$ cat config.mk
export PLATFORM = sky130hd
export DESIGN_NAME = kronos_wb_bridge
export DESIGN_NICKNAME = d
export VERILOG_FILES = /design/src/rtl/kronos_wb_bridge.sv
export SDC_FILE = /design/constraint.sdc
export NUM_CORES = 1
export LEC_CHECK = 0
export BUFFER_PORTS_ARGS = -buffer_cell sky130_fd_sc_hd__buf_2
export CORE_MARGIN = 2
export CORE_UTILIZATION = 48
export DETAILED_ROUTE_END_ITERATION = 16
export PLACE_DENSITY = 0.84
export SLEW_MARGIN = 25
export SYNTH_ARGS = -nofsm -noshare
export SYNTH_HDL_FRONTEND = slang
export SYNTH_SLANG_ARGS = --single-unit
$ cat constraint.sdc
create_clock -name clk_core -period 8.39 [get_ports clk_core]
set_clock_uncertainty 0.15 [all_clocks]
set_input_delay 1.678 -clock clk_core [delete_from_list [all_inputs] [get_ports clk_core]]
set_output_delay 1.678 -clock clk_core [all_outputs]
set_load 0.1 [all_outputs]
$ cat src/rtl/kronos_wb_bridge.sv
// Kronos core memory port to Wishbone classic master bridge (IDLE -> BUS -> RESP).
// Define WB_TIMEOUT_EN to compile in the bus-wait timeout counter and the bus_err flag.
module kronos_wb_bridge #(
  parameter int unsigned TIMEOUT_CYCLES = 1024,
  parameter logic [31:0] ERR_DATA       = 32'hFFFF_FFFF
) (
  input  logic        clk_core,
  input  logic        rst_core,
  input  logic        core_req,
  input  logic [31:0] core_addr,
  input  logic [31:0] core_wr_data,
  input  logic [3:0]  core_mask,
  input  logic        core_wr_en,
  output logic        core_ack,
  output logic [31:0] core_rd_data,
  output logic        wb_cyc,
  output logic        wb_stb,
  output logic        wb_we,
  output logic [3:0]  wb_sel,
  output logic [31:0] wb_addr,
  output logic [31:0] wb_dat_o,
  input  logic [31:0] wb_dat_i,
  input  logic        wb_ack,
  output logic        bus_err
);

  typedef enum logic [1:0] {
    IDLE,
    BUS,
    RESP
  } state_t;

  state_t state;
  state_t state_nxt;

  logic        bus_timeout;
  logic        cyc_nxt;
  logic        stb_nxt;
  logic        we_nxt;
  logic [3:0]  sel_nxt;
  logic [31:0] addr_nxt;
  logic [31:0] dat_o_nxt;
  logic        ack_nxt;
  logic [31:0] rd_data_nxt;
  logic        err_nxt;

`ifdef WB_TIMEOUT_EN
  localparam int unsigned CW = (TIMEOUT_CYCLES > 1) ? $clog2(TIMEOUT_CYCLES) : 1;
  localparam logic [CW-1:0] TERMINAL = CW'(TIMEOUT_CYCLES - 1);

  logic [CW-1:0] wait_cnt;

  // Held at zero outside BUS, so it is already clear on the first BUS cycle.
  always_ff @(posedge clk_core or posedge rst_core) begin
    if (rst_core) begin
      wait_cnt <= '0;
    end else if (state != BUS) begin
      wait_cnt <= '0;
    end else if (!wb_ack) begin
      wait_cnt <= wait_cnt + 1'b1;
    end
  end

  assign bus_timeout = (state == BUS) && !wb_ack && (wait_cnt == TERMINAL);
`else
  // Without the timeout the bus waits forever; the parameter is inert.
  assign bus_timeout = (TIMEOUT_CYCLES == 0) && 1'b0;
`endif

  always_ff @(posedge clk_core or posedge rst_core) begin
    if (rst_core) begin
      state <= IDLE;
    end else begin
      state <= state_nxt;
    end
  end

  always_comb begin
    state_nxt = state;
    unique case (state)
      IDLE:    if (core_req) state_nxt = BUS;
      BUS:     if (wb_ack || bus_timeout) state_nxt = RESP;
      RESP:    state_nxt = IDLE;
      default: state_nxt = IDLE;
    endcase
  end

  always_comb begin
    cyc_nxt     = wb_cyc;
    stb_nxt     = wb_stb;
    we_nxt      = wb_we;
    sel_nxt     = wb_sel;
    addr_nxt    = wb_addr;
    dat_o_nxt   = wb_dat_o;
    rd_data_nxt = core_rd_data;
    ack_nxt     = 1'b0;
    err_nxt     = 1'b0;
    unique case (state)
      IDLE: begin
        if (core_req) begin
          cyc_nxt   = 1'b1;
          stb_nxt   = 1'b1;
          we_nxt    = core_wr_en;
          sel_nxt   = core_wr_en ? core_mask : '1;
          addr_nxt  = core_addr;
          dat_o_nxt = core_wr_en ? core_wr_data : '0;
        end
      end
      BUS: begin
        // A real ack on the terminal count takes priority over the timeout.
        if (wb_ack || bus_timeout) begin
          cyc_nxt     = 1'b0;
          stb_nxt     = 1'b0;
          ack_nxt     = 1'b1;
          err_nxt     = bus_timeout;
          rd_data_nxt = bus_timeout ? ERR_DATA : wb_dat_i;
        end
      end
      RESP:    ;
      default: ;
    endcase
  end

  always_ff @(posedge clk_core or posedge rst_core) begin
    if (rst_core) begin
      wb_cyc       <= 1'b0;
      wb_stb       <= 1'b0;
      wb_we        <= 1'b0;
      wb_sel       <= '0;
      wb_addr      <= '0;
      wb_dat_o     <= '0;
      core_ack     <= 1'b0;
      core_rd_data <= '0;
      bus_err      <= 1'b0;
    end else begin
      wb_cyc       <= cyc_nxt;
      wb_stb       <= stb_nxt;
      wb_we        <= we_nxt;
      wb_sel       <= sel_nxt;
      wb_addr      <= addr_nxt;
      wb_dat_o     <= dat_o_nxt;
      core_ack     <= ack_nxt;
      core_rd_data <= rd_data_nxt;
      bus_err      <= err_nxt;
    end
  end

endmodule

### After elaboration in Yosys (flattened, before gate mapping)

Cells that the tools add are included.

* register bits: 105
* latch bits: 0
* bits in writable memories: 0
* ROM bits: 0
* input bits: 105
* output and inout port bits: 105
* word-level logic and storage cells: 27
* memories kept: 0

* add/sub/neg operators: 0
* multiply operators: 0
* div/mod/pow operators: 0
* order comparisons: 0
* equality and inequality tests: 3
* shifts and indexed selects: 0
* multiplexer cells: 10
* bitwise logic cells: 0
* reduce and logical (&&, ||, !) cells: 6

Operator list (number)
* 32-bit 2-to-1 mux: 1
* 2-bit AND reduction: 3
* 1-bit 2-to-1 mux: 4
* 2-bit 2-to-1 mux: 2
* 4-bit 2-to-1 mux: 1
* 2-bit inequality test, second input constant: 2
* 2-bit case mux with 2 select lines: 1
* 3-bit AND reduction: 1
* 2-bit by 1-bit equality test with 1-bit output, second input constant: 1
* 2-bit zero test: 1
* 1-bit case mux with 2 select lines: 1
* 2-bit nonzero test: 1

### Depth between registers and ports, before layout

Gate-level depths: netlist of run 1.

* depth after elaboration: 3
* mapped depth: 6
* mapped depth without buffers: 3

### Worst setup path after synthesis of run 1

Ideal clock, no wire load.

* kind: register to output
* from: reg wb_stb
* to: out wb_stb
* data arrival time: 1.351 ns
* data required time: 6.562 ns
* path slack: 5.211 ns
* cell stages (with the launch flop): 2
* buffers on the path: 1
* cells stage by stage: dfrtp_1 > buf_4

RTL lines
* from (decl): line 17 `output logic wb_stb,`
* from (signal assigned): line 137 `wb_stb <= stb_nxt;`

No word-level cell between the ends.

### Worst setup path in the final report of run 1

* from: reg wb_stb
* to: out wb_stb

No word-level cell between the ends.

==> summary.md, run 1 <==
| Metric | Value |
|---|---|
| Vias in the first global route | 2827 |
| Number of DRC violations after detailed routing | 0 |
| Total standard cell area after synthesis | 4028 um^2 |
| Basic-gate share of the synthesized area counting and, or, nand and nor cells | 0.07580 |
| Number of warning messages in the yosys log | 0 |
| Share of post-route cells with drive strength above 1 | 0.5667 |
| Number of I/O pins | 210 |
| Worst skew pair latency | 0.35 ns |
| Buf/Inv on CP | 1 |
| Flop and latch count out of synthesis | 105 |
| Required time at the endpoint of the critical path | 6.56 ns |
| Width of the die | about 96 um |
| Die Height | 95.60 um |
| Htree depth | 3 |
| Cell family contributing the most delay on the critical path | buffers and inverters |
| Measured slew at the worst slew-check pin | 0.7346 ns |
| Post-Route WL | around 9 mm |
| First-pass GRT wire length | ~13 mm |
| First-pass iteration count of the detailed router | 4 |
| Share of the clock period used by the worst path | 0.3613 |
| Run status | complete, no violations |
| Logic depth of the worst register-to-register path | 3 |
| Antenna violations before repair | 0 |
| Post-CTS sizing | 0 |
| Relative max-transition margin | 0.5103 |
| Distinct cells, synth | 17 |
| Most area-hungry cell type in the Yosys netlist | sky130_fd_sc_hd__dfrtp_1 |
| Hold buffers post-CTS | 0 |
| Post-Place Cell Area | 5115 um^2 |
| Via density | about 4.8 |
| Highest attainable clock frequency | 0.3298 GHz |
| Post-Place Setup Slack | 4.867 ns |
| Count of max-cap constraint violations | 0 |
| Non-Filler Instances | 622 |
| Xor/xnor cell area share of the yosys netlist | 0 |
| Setup slack of the critical path after layout | 5.358 ns |
| Half-perimeter wire length of the detailed placement result | 6.697 mm |
| Cell at the root of the clock tree | sky130_fd_sc_hd__clkbuf_8 |
| Final number of setup-violating endpoints | 0 |
| DRC violation total after the first TritonRoute iteration | 50 |
| Post-Synthesis Cells | roughly 310 |
| RSZ-0062 raised after global routing | false |
| Complex-gate fraction of the synthesized area | 0.04846 |
| Count of nets left with antenna violations after detail routing | 0 |
| Data arrival, critical path | ~1.2 ns |
| Deepest clock path buffer count | 2 |
| Initial core utilization | 0.4927 |
| Area Overhead vs Synth | 31.56% |
| Area of the die | 9139 um^2 |
| Clock edge transition at the registers on the reported setup and hold paths | 0.10 ns |
| Share of synthesized area spent on multiplexers | 0.1917 |
| Routed wirelength normalized by instance count | ~14 um |
| Largest net degree at the start of global routing | 106 |
| CP max FO | 4 |
| Antenna Diode Count | 0 |
| R2R Path End | wb_we |
| Cell area after layout | 5299 um^2 |
| CP endpoint kind | primary output |
| Cells on Worst Hold Path | 2 |
| Area inside the core boundary | about 8200 um^2 |
| Post-Synthesis Mean Instance Area | 12.91 um^2 |
| CTS sink count | approximately 110 |
| Setup crit start kind | register |
| Congestion Overflow GR | 0 |
| RePlAce Congestion | between 0.6 and 0.7 |
| Placed cells | 606 |
| Sequential cell area fraction in the yosys report | 0.6524 |
| Cell Chain, Critical Path | buf_2 |
| Adder and majority cell fraction of the synthesized area | 0 |
| Hold crit path type | register to register |
| Most area-consuming cells after synthesis | sky130_fd_sc_hd__dfrtp_1 (65%), sky130_fd_sc_hd__mux2_2 (16%), sky130_fd_sc_hd__nand2_1 (6.3%) |
| GRT Resource Usage Total | 0.1897 |
| Total via count in the routed design | ~3000 |
| Startpoint of the most critical register-to-register path | state[0] |
| Setup slack of the worst register-to-register path | 6.54 ns |
| Number of buffers inserted by port buffering | ~210 |
| Final net count | ~620 |
| Post-CTS repair timing setup buffer count | 0 |
| Setup tns final | 0 ns |
| Final Hold Viols | 0 |
| Synthesized Nets | about 420 |
| Max-slew violations | 0 |
| CTS Buf Count | 9 |
| Time the final worst path needs with I/O delays and setup | 3.032 ns |
| Worst path slowest cell | sky130_fd_sc_hd__buf_2 |
| Clock tree from TritonCTS | done |
| End point of the worst hold path | wb_dat_o[28] |
| Proportion of netlist area held by the largest area contributor | 0.6524 |
| Max incr delay on CP | 0.45 ns |
| Hold path start | wb_dat_o[28] |
| Standard-cell row count | 33 |
| Main combinational cell family by area after synthesis | multiplexers |
| WS Path Type | register to primary output |
## routing by layer
layer / wire length (um) / global-route usage
met1: 3457 / 0.2239
met5: 0 / 0
met3: 799 / 0.06719
met4: 154 / 0.07381
met2: 4395 / 0.3176
## layout by cell type, fill, tap and decap left out, drive strengths merged
cell      instances
inv               5
nand2            68
nor2              1
conb              1
buf             211
clkinv            2
clkbuf           11
mux2i             1
or3b              1
and3              2
clkinvlp          1
nor2b             4
dfrtp           105
mux2             65
a21oi             1
o21ai            38
## worst min-delay path, delay by kind of cell, from the launching register on
kind | cells | cell delay (ns)
AND/OR/NAND/NOR | 1 | 0.05
AO/OA/AOI/OAI | 1 | 0.06
flip-flops | 1 | 0.34
## cell type report
class | instances | area (um^2)
sequential | 105 | 2628
tap | 105 | 131.4
timing repair buffer | 211 | 1067
multi-input combinational | 182 | 1279
clock inverter | 5 | 38.79
inverter | 3 | 13.76
fill | 641 | 2877
clock buffer | 11 | 141.4
## per-stage QoR
stage / util / hold slack, ns
finish: 0.6481 / 0.3298
detailed placement: 0.6257 / 0.3177
floorplan: - / 0.2871
global route: 0.6481 / 0.3568
CTS: 0.6477 / 0.3382
global placement: 0.6257 / 0.3096
## worst max path at each step
stage	start	to	slack, ns	depth (start not counted)
6_report	wb_stb	wb_stb	5.36	1
5_1_grt	wb_stb	wb_cyc	5.29	1
4_1_cts	core_req	wb_addr[22]	5.25	4
3_5_place_dp	core_req	wb_addr[9]	4.87	4
3_3_place_gp	core_req	wb_addr[27]	4.93	4
2_1_floorplan	rst_core	core_ack	3.80	1
## registers in the layout, indices dropped and copies added (netlist names)
register	cells
core_ack	1
core_rd_data	32
state	2
wb_addr	32
wb_dat_o	32
wb_sel	4
wb_stb	1
wb_we	1
## cell usage after synthesis
library cell,n
sky130_fd_sc_hd__or3b_1,1
sky130_fd_sc_hd__a21oi_1,1
sky130_fd_sc_hd__buf_2,6
sky130_fd_sc_hd__inv_1,3
sky130_fd_sc_hd__mux2_2,57
sky130_fd_sc_hd__conb_1,1
sky130_fd_sc_hd__dfrtp_1,105
sky130_fd_sc_hd__o21ai_0,38
sky130_fd_sc_hd__nor2_1,1
sky130_fd_sc_hd__clkbuf_1,12
sky130_fd_sc_hd__mux2i_1,1
sky130_fd_sc_hd__buf_4,2
sky130_fd_sc_hd__buf_6,2
sky130_fd_sc_hd__and3_1,2
sky130_fd_sc_hd__nand2_1,68
sky130_fd_sc_hd__nor2b_1,4
sky130_fd_sc_hd__mux2_4,8
## logic make-up (layout without fill, tap and decap cells)
group / count (synthesis) / in the layout
other cells: 1 / 1
simple gates: 76 / 76
compound gates: 39 / 39
flops: 105 / 105
buf+inv: 25 / 230
mux: 66 / 66
Power of run 1 is left out: the tool's default activity adds up to more than one toggle a clock period on the data nets, which glitch-free logic cannot reach.
==> run 2: changes to the inputs <==
ABC_AREA = 1   (was not set)
CORE_UTILIZATION = 47   (was 48)
PLACE_DENSITY = 0.81   (was 0.84)
clock period = 2.9 ns   (was 8.39 ns; I/O delays follow)
==> summary.md, run 2 <==
| Metric | Value |
|---|---|
| Initial core utilization | 0.4863 (-0.006398) |
| Post-CTS sizing | 0 (unchanged) |
| Relative max-transition margin | 0.5292 (+0.01895) |
| CTS Buf Count | 9 (unchanged) |
| Synthesized Nets | 639 (+53%) |
| Largest net degree at the start of global routing | 54 (-49%) |
| Post-CTS repair timing setup buffer count | 0 (unchanged) |
| Worst path slowest cell | sky130_fd_sc_hd__nand3_2 |
| Sequential cell area fraction in the yosys report | 0.5848 (-0.06758) |
| Most repeated cell in the gate-level netlist after synthesis | sky130_fd_sc_hd__nand2_1 |
| Post-synth EDFFs | 0 (unchanged) |
| Most area-consuming cells after synthesis | sky130_fd_sc_hd__dfrtp_1 (58%), sky130_fd_sc_hd__nand2_1 (20%), sky130_fd_sc_hd__nand3_1 (7.7%) |
| Hold buffers post-CTS | 0 (unchanged) |
| Post-Route WL | 11.85 mm (+35%) |
| Async S/R FF share, synth | 1.000 (unchanged) |
| Distinct cells, synth | 17 (unchanged) |
| Setup slack of the worst register-to-register path | 0.75 ns (-5.79 ns) |
| Antenna violations before repair | 0 (unchanged) |
| GRT Resource Usage Total | 0.2252 (+0.03545) |
| Htree depth | 3 (unchanged) |
| Filler cells | 826 (+29%) |
| Die Height | 101.8 um (+6.5%) |
| CP max FO | 35 (+31) |
| Number of warning messages in the yosys log | 0 (unchanged) |
| Max incr delay on CP | 0.68 ns (+0.23 ns) |
| CP endpoint kind | register |
| Number of DRC violations after detailed routing | 0 (unchanged) |
| Antenna Diode Count | 0 (unchanged) |
| Number of I/O pins | 210 (unchanged) |
| Share of post-route cells with drive strength above 1 | 0.3269 (-0.2398) |
| Highest attainable clock frequency | 0.4650 GHz |
| Total standard cell area after synthesis | 4493 um^2 (+12%) |
| Via density | 5.018 (+4.4%) |
| Placed cells | 839 (+38%) |
| Most frequent cells in the layout | sky130_fd_sc_hd__nand2_1 (241), sky130_fd_sc_hd__buf_2 (208), sky130_fd_sc_hd__dfrtp_1 (105), sky130_fd_sc_hd__nand3_1 (69), sky130_fd_sc_hd__inv_1 (38) |
| Most area-hungry cell type in the Yosys netlist | sky130_fd_sc_hd__dfrtp_1 |
| Setup tns final | 0 ns (unchanged) |
| WS Path Type | register to register |
| First-pass iteration count of the detailed router | 4 (unchanged) |
| Measured slew at the worst slew-check pin | 0.7054 ns (-0.02923 ns) |
| Cell at the root of the clock tree | sky130_fd_sc_hd__clkbuf_8 |
| Deepest clock path buffer count | 2 (unchanged) |
| Setup crit start kind | register |
| Final Hold Viols | 0 (unchanged) |
| Max-slew violations | 0 (unchanged) |
| Run status | complete, no violations |
| Flop and latch count out of synthesis | 105 (unchanged) |
| Share of the clock period used by the worst path | 0.7416 |
| Final number of setup-violating endpoints | 0 (unchanged) |
| RSZ-0062 raised after global routing | false |
| Area inside the core boundary | 9240 um^2 (+13%) |
| Registers with the most flip-flops | core_rd_data (32), wb_addr (32), wb_dat_o (32) |
| Half-perimeter wire length of the detailed placement result | 8.399 mm (+25%) |
| Cell area after layout | 5762 um^2 (+8.7%) |
| Clock tree from TritonCTS | done |
| Standard-cell row count | 35 (+6.1%) |
| Worst skew pair latency | 0.35 ns (about the same) |
| Width of the die | 101.8 um (+6.5%) |
| Non-Filler Instances | 854 (+37%) |
| DRC violation total after the first TritonRoute iteration | 181 (+260%) |
| Time the final worst path needs with I/O delays and setup | 2.151 ns |
| Post-Place Cell Area | 5567 um^2 (+8.8%) |
| Routed wirelength normalized by instance count | 13.88 um (-2.0%) |
| Commonest cells in the synthesized netlist | sky130_fd_sc_hd__nand2_1 (241), sky130_fd_sc_hd__dfrtp_1 (105), sky130_fd_sc_hd__nand3_1 (69) |
| Proportion of netlist area held by the largest area contributor | 0.5848 (-0.06758) |
| Vias in the first global route | 4036 (+43%) |
| Post-Synthesis Cells | 534 (+71%) |
| Number of buffers inserted by port buffering | 208 (unchanged) |
| Data arrival, critical path | 2.25 ns (+1.05 ns) |
| Area Overhead vs Synth | 28.24% |
| Final net count | 826 (+34%) |
| Buf/Inv on CP | 1 (unchanged) |
| Flip-flop cell with the highest count after synthesis | sky130_fd_sc_hd__dfrtp_1 |
| Count of nets left with antenna violations after detail routing | 0 (unchanged) |
| Cell Chain, Critical Path | inv_2 -> nand3_2 -> nand2_1 -> nand2_1 |
| Clock edge transition at the registers on the reported setup and hold paths | 0.10 ns (about the same) |
| Area of the die | 10360 um^2 (+13%) |
| Critical path's most frequent cell | sky130_fd_sc_hd__nand2_1 |
| Cell family contributing the most delay on the critical path | simple AND/OR/NAND/NOR gates |
| CTS sink count | 105 (unchanged) |
| Total via count in the routed design | 4285 (+43%) |
| Post-Synthesis Mean Instance Area | 8.414 um^2 (-35%) |
| RePlAce Congestion | 0.8704 (+28%) |
| Count of max-cap constraint violations | 0 (unchanged) |
| First-pass GRT wire length | 18.50 mm (+40%) |
| Congestion Overflow GR | 0 (unchanged) |
| Required time at the endpoint of the critical path | 3.00 ns (-3.56 ns) |
| Hold crit path type | input port to asynchronous set/reset pin |
| Most common cell after layout, fill and taps aside | sky130_fd_sc_hd__nand2_1 |
-- run 2: worst register-to-register path, cell delays in order (launching register included) --
cell,delay [ns]
sky130_fd_sc_hd__dfrtp_1,0.45
sky130_fd_sc_hd__inv_2,0.42
sky130_fd_sc_hd__nand3_2,0.68
sky130_fd_sc_hd__nand2_1,0.28
sky130_fd_sc_hd__nand2_1,0.07
-- run 2: kinds of logic after synthesis --
logic type,count (synthesis),synth area share
AOI/OAI and AO/OA,1,0.001113
buffers and inverters,82,0.08242
DFF,105,0.5848
other,1,0.0008346
and+or+nand+nor,345,0.3308
-- run 2: through the flow --
stage | hold slack (ns) | worst slack, ns | utilization
after floorplan | 0.4998 | 0.8301 | -
after global placement | 0.2994 | 0.8701 | 0.6024
after CTS | 0.07112 | 0.7910 | 0.6236
final | 0.06776 | 0.7493 | 0.6236
after global routing | 0.08897 | 0.5855 | 0.6236
after detailed placement | 0.3032 | 0.8007 | 0.6024
-- run 2: worst paths after layout --
path	start	endpoint	cells past startpoint
setup / recovery	state[1]	core_rd_data[16]	4
hold / removal	rst_core	wb_dat_o[4]	2
setup reg to reg	state[1]	core_rd_data[16]	4
hold reg to reg	wb_addr[16]	wb_addr[16]	2
max in group asynchronous	rst_core	wb_dat_o[26]	3
min in group clk_core	core_addr[17]	wb_addr[17]	3
-- run 2: routing by layer --
layer	vias up	part of all wire	routed length, um	global-route usage
li1	2041	-	-	-
met1	2006	0.41	4846	0.2905
met2	220	0.47	5534	0.3623
met3	18	0.10	1192	0.05935
met4	0	0.023	276	0.09148
met5	-	0	0	0
-- run 2: layout make-up --
cell class / count / area (um^2) / area share
flip-flops and latches: 105 / 2628 / 0.4560
well taps: 129 / 161.4 / 0.02801
clock buffers: 11 / 141.4 / 0.02454
clock inverters: 4 / 53.80 / 0.009338
multi-input cells: 347 / 1495 / 0.2595
repair buffers: 218 / 1129 / 0.1959
inverters: 40 / 153.9 / 0.02671
Power of run 2 is left out for the same reason.
